--- src/rtl/shift_pkg.sv ---
// Shared definitions for the multi-cycle left-shift sequencer:
// state encoding, state enum and datapath width.
package shift_pkg;

    localparam int DATA_W = 8;

    localparam logic [1:0] ST_IDLE  = 2'd0;
    localparam logic [1:0] ST_SHIFT = 2'd1;
    localparam logic [1:0] ST_DONE  = 2'd2;

    typedef enum logic [1:0] {
        IDLE  = ST_IDLE,
        SHIFT = ST_SHIFT,
        DONE  = ST_DONE
    } state_t;

endpackage

--- src/rtl/ShiftLeft.sv ---
// Single-position left shifter for the 8-bit datapath, zero fill.
// Ports: X - operand in, Z - X shifted left by one.
module ShiftLeft (
    input  logic [7:0] X,
    output logic [7:0] Z
);

    assign Z = {X[6:0], 1'b0};

endmodule

--- src/rtl/shift_sequencer.sv ---
// Multi-cycle left shifter: accepts operand+amount, shifts one place per clock
// through ShiftLeft, returns result with carry-out and zero flags.
// Ports: clk, rst (async high), clr (sync abort),
//   in_valid/in_ready/in_data/in_amt  - operation request handshake,
//   out_valid/out_ready/out_data/out_carry/out_zero - result handshake,
//   busy - high whenever the sequencer is not idle.
module shift_sequencer
    import shift_pkg::*;
#(
    parameter int AMT_W = 3
) (
    input  logic             clk,
    input  logic             rst,
    input  logic             clr,
    input  logic             in_valid,
    output logic             in_ready,
    input  logic [7:0]       in_data,
    input  logic [AMT_W-1:0] in_amt,
    output logic             out_valid,
    input  logic             out_ready,
    output logic [7:0]       out_data,
    output logic             out_carry,
    output logic             out_zero,
    output logic             busy
);

    state_t              state_q, state_d;
    logic [DATA_W-1:0]   data_q, data_d, shl_z;
    logic [AMT_W-1:0]    cnt_q, cnt_d;
    logic                carry_q, carry_d;

    ShiftLeft u_shl (
        .X(data_q),
        .Z(shl_z)
    );

    always_comb begin
        state_d = state_q;
        data_d  = data_q;
        cnt_d   = cnt_q;
        carry_d = carry_q;
        unique case (state_q)
            IDLE: begin
                if (in_valid) begin
                    data_d  = in_data;
                    cnt_d   = in_amt;
                    carry_d = 1'b0;
                    // zero amount skips SHIFT so cnt never wraps
                    state_d = (in_amt == '0) ? DONE : SHIFT;
                end
            end
            SHIFT: begin
                carry_d = data_q[DATA_W-1];
                data_d  = shl_z;
                cnt_d   = cnt_q - AMT_W'(1);
                if (cnt_q == AMT_W'(1)) begin
                    state_d = DONE;
                end
            end
            DONE: begin
                if (out_ready) begin
                    state_d = IDLE;
                end
            end
            default: begin
                state_d = IDLE;
            end
        endcase
        // abort wins over every transition
        if (clr) begin
            state_d = IDLE;
            data_d  = '0;
            cnt_d   = '0;
            carry_d = 1'b0;
        end
    end

    always_ff @(posedge clk or posedge rst) begin
        if (rst) begin
            state_q <= IDLE;
            data_q  <= '0;
            cnt_q   <= '0;
            carry_q <= 1'b0;
        end else begin
            state_q <= state_d;
            data_q  <= data_d;
            cnt_q   <= cnt_d;
            carry_q <= carry_d;
        end
    end

    assign in_ready  = (state_q == IDLE);
    assign out_valid = (state_q == DONE);
    assign busy      = (state_q != IDLE);
    assign out_data  = data_q;
    assign out_carry = carry_q;
    assign out_zero  = (data_q == '0);

endmodule

--- config.mk ---
export PLATFORM = sky130hd
export DESIGN_NAME = shift_sequencer
export DESIGN_NICKNAME = d
export VERILOG_FILES = /design/src/rtl/shift_pkg.sv /design/src/rtl/ShiftLeft.sv /design/src/rtl/shift_sequencer.sv
export SDC_FILE = /design/constraint.sdc
export NUM_CORES = 1
export LEC_CHECK = 0
export ABC_AREA = 1
export CAP_MARGIN = 5
export CORE_MARGIN = 2
export CORE_UTILIZATION = 30
export CTS_CLUSTER_SIZE = 30
export DETAILED_ROUTE_END_ITERATION = 8
export SLEW_MARGIN = 0
export SYNTH_ARGS = -nofsm -noshare
export SYNTH_HDL_FRONTEND = slang
export SYNTH_SLANG_ARGS = --single-unit
--- constraint.sdc ---
create_clock -name clk -period 3.25 [get_ports clk]
set_clock_uncertainty 0.1 [all_clocks]
set_input_delay 0.65 -clock clk [delete_from_list [all_inputs] [get_ports clk]]
set_output_delay 0.65 -clock clk [all_outputs]
set_load 0.1 [all_outputs]
==> flow_summary.ini <==
[critical_path]
crit_arrival_ns = 1.32
cp-start-kind = flip-flop
reg2reg_from = state_q[1]$_DFFE_PP0P_
crit_chain = inv_1, nand4_1, nor2_1, buf_4
end_kind = output port
r2r_slack_ns = 1.84
critPathTopFamily = buffers and inverters
crit_slowest_cell = dfrtp_1
critPathKind = reg2out
worstPathMaxFanout = 3
reg2reg_to = state_q[1]$_DFFE_PP0P_
worstRegToRegCells = 6
startpoint = out_data[7]$_DFFE_PP0P_
cp_num_buf_inv = 2
crit_path_max_incr_delay_ns = 0.40
cp_data_required_time_ns = 2.50

[route]
drt_iter0_drc = 27
wl_per_cell_um = 11.1
avgViaCountPerCell = 4.63
firstDrtPassIters = 4
route.detailed.drc = 0
drt-total-wl_mm = 1.91
num_vias = 797
final_antenna_net_count = 0

[layout]
nets = 161
drive_above_1_share_pct = 15.5
seq_area_um2 = 350
multi_input_area_um2 = 353
diodes = 0
area_growth_pct = 35.4
final_area_um2 = 1110
fillCellCount = 275

[clock_network]
cts_sinks = 14
cts_buffer_depth = 2
hold_buffers = 0
cts_setup_buffers = 0
clkTransAtPathRegs_ns = 0.08
post_cts_resized = 0
cts_buffers = 3
clockRootBuffer = clkbuf_4
h-tree-depth = 1
clkLatencyLatePin_ns = 0.28
cts_tree = built

[timing]
setup_viol = 0
rsz0062_at_grt = false
max-slew-margin-rel_pct = 63.7
finalCritPeriodShare_pct = 63.6
finalSetupTns_ns = 0
final_max_slew_viol_count = 0
fin_hold_ws_ns = 0.428
worst_slack_ns = 1.18
fmax_ghz = 0.484
tightest_slew_ns = 0.543
finalCriticalPeriod_ns = 2.07
hold_viol = 0

[worst_hold_path]
holdCritPathClass = reg2reg
hold_start = out_carry$_DFFE_PP0P_
hold_path_depth = 2
hold_path_end = out_carry$_DFFE_PP0P_

[global_route]
grt_pass1_vias = 738
grt_start_max_net_pins = 23
grt_pass1_wl_mm = 3.31
grt-ovfl-total = 0
grt_util_all_layers_pct = 13.5
antenna_found_initial = 0

[power]
p_int_mw = 0.446
power.switching_mw = 0.674
leakage_nw = 0.573
powerDensity_nw_per_um2 = 1010
ir_drop_v = 0.000531
switching_share_pct = 60.2
power_frac_clock_pct = 11.3
power.share.sequential_pct = 23.2
pwr-share-comb_pct = 65.6

[floorplan]
rows = 18
die_height_um = 56.3
die-width_um = 56.3
core_area_um2 = 2540
dieArea_um2 = 3170
ios = 29
initial_utilization_pct = 32.3

[run_status]
status = completed

[logic_synthesis]
synthCells = 113
synth_seq_area_share_pct = 42.7
ys_types = 15
yosys_register_bits = 14
syn_nets = 131
ys_warn_count = 0
avgSynthCellArea_um2 = 7.26
synth_area_um2 = 821

[run]
drv_cap = 0

[place]
dp_hpwl_mm = 1.44
pre_cts_ws_ns = 1.26
gp_congestion = 0.844
dpl_cell_area_um2 = 1070
io_buffers = 28
## metal layers
metal | vias to the layer above | share of wire [%] | GRT usage (%)
li1 | 415 | - | -
met1 | 362 | 45 | 17.5
met2 | 18 | 49 | 21.5
met3 | 2 | 4.8 | 4.15
met4 | 0 | 1.0 | 4.08
met5 | - | 0 | 0
## state kept, by name (all words and copies together), names as in the netlist
| name | count |
|---|---|
| cnt_q | 3 |
| out_carry | 1 |
| out_data | 8 |
| state_q | 2 |
## layout make-up
| cell class | instances | area share, % |
|---|---|---|
| clock buffer | 4 | 3.27 |
| inverter | 23 | 7.77 |
| sequential | 14 | 31.5 |
| tap | 30 | 3.38 |
| timing repair buffer | 28 | 22.3 |
| multi-input combinational | 73 | 31.8 |
## tightest hold or removal path, delay by kind of cell, from the launching register on
kind	cells	cell delay, ns
AOI/OAI and AO/OA	1	0.07
DFF	1	0.36
and+or+nand+nor	1	0.07
## worst max path at each step
stage | to | slack, ns | cells after the start
floorplan | out_zero | 0.18 | 3
global placement | out_data[0]$_DFFE_PP0P_ | 1.30 | 6
detailed placement | out_data[3]$_DFFE_PP0P_ | 1.26 | 6
CTS | out_zero | 1.16 | 4
global route | out_zero | 1.09 | 4
finish | out_zero | 1.18 | 4
## cells in the final DEF (no fill, tap or decap), drive strengths merged
| cell | instances |
|---|---|
| inv | 23 |
| nand4 | 2 |
| dfrtp | 14 |
| nor2 | 10 |
| o31ai | 1 |
| buf | 13 |
| clkdlybuf4s50 | 15 |
| clkbuf | 4 |
| ha | 2 |
| nand3b | 1 |
| o21ai | 22 |
| nand2 | 28 |
| nand3 | 7 |
## kinds of logic (layout without fill, tap and decap cells)
group / count (synthesis) / in the layout / synth area share, %
AND/OR/NAND/NOR: 48 / 48 / 24.4
buffers and inverters: 26 / 55 / 14.6
AO/OA/AOI/OAI: 23 / 23 / 15.2
flip-flops: 14 / 14 / 42.7
adder cells (fa/ha/maj): 2 / 2 / 3.05
## cell usage after synthesis
library cell | instances | area [um2]
nand3_1 | 7 | 35.0
o21ai_0 | 8 | 40.0
nor2_1 | 10 | 37.5
buf_6 | 3 | 33.8
ha_1 | 2 | 25.0
nand4_1 | 2 | 12.5
inv_1 | 22 | 82.6
nand2_2 | 1 | 6.26
nand3b_1 | 1 | 7.51
o21ai_2 | 2 | 17.5
nand2_1 | 27 | 101
dfrtp_1 | 14 | 350
inv_2 | 1 | 3.75
o31ai_1 | 1 | 7.51
o21ai_1 | 12 | 60.1
## power groups by stage
| stage | logic (mW) | clock network [mW] | registers, mW |
|---|---|---|---|
| floorplan | 0.412 | 0 | 0.454 |
| global placement | 0.734 | 0 | 0.262 |
| detailed placement | 0.735 | 0 | 0.264 |
| CTS | 0.737 | 0.132 | 0.260 |
| global route | 0.785 | 0.144 | 0.266 |
| finish | 0.734 | 0.126 | 0.260 |
## stage by stage
step	utilization (%)	power, mW	cells
after floorplan	-	0.866	113
after global placement	42.2	0.996	168
after detailed placement	42.2	0.999	168
after CTS	43.7	1.13	172
after global routing	43.7	1.20	172
final	43.7	1.12	172
(Power assumes the default switching activity.)
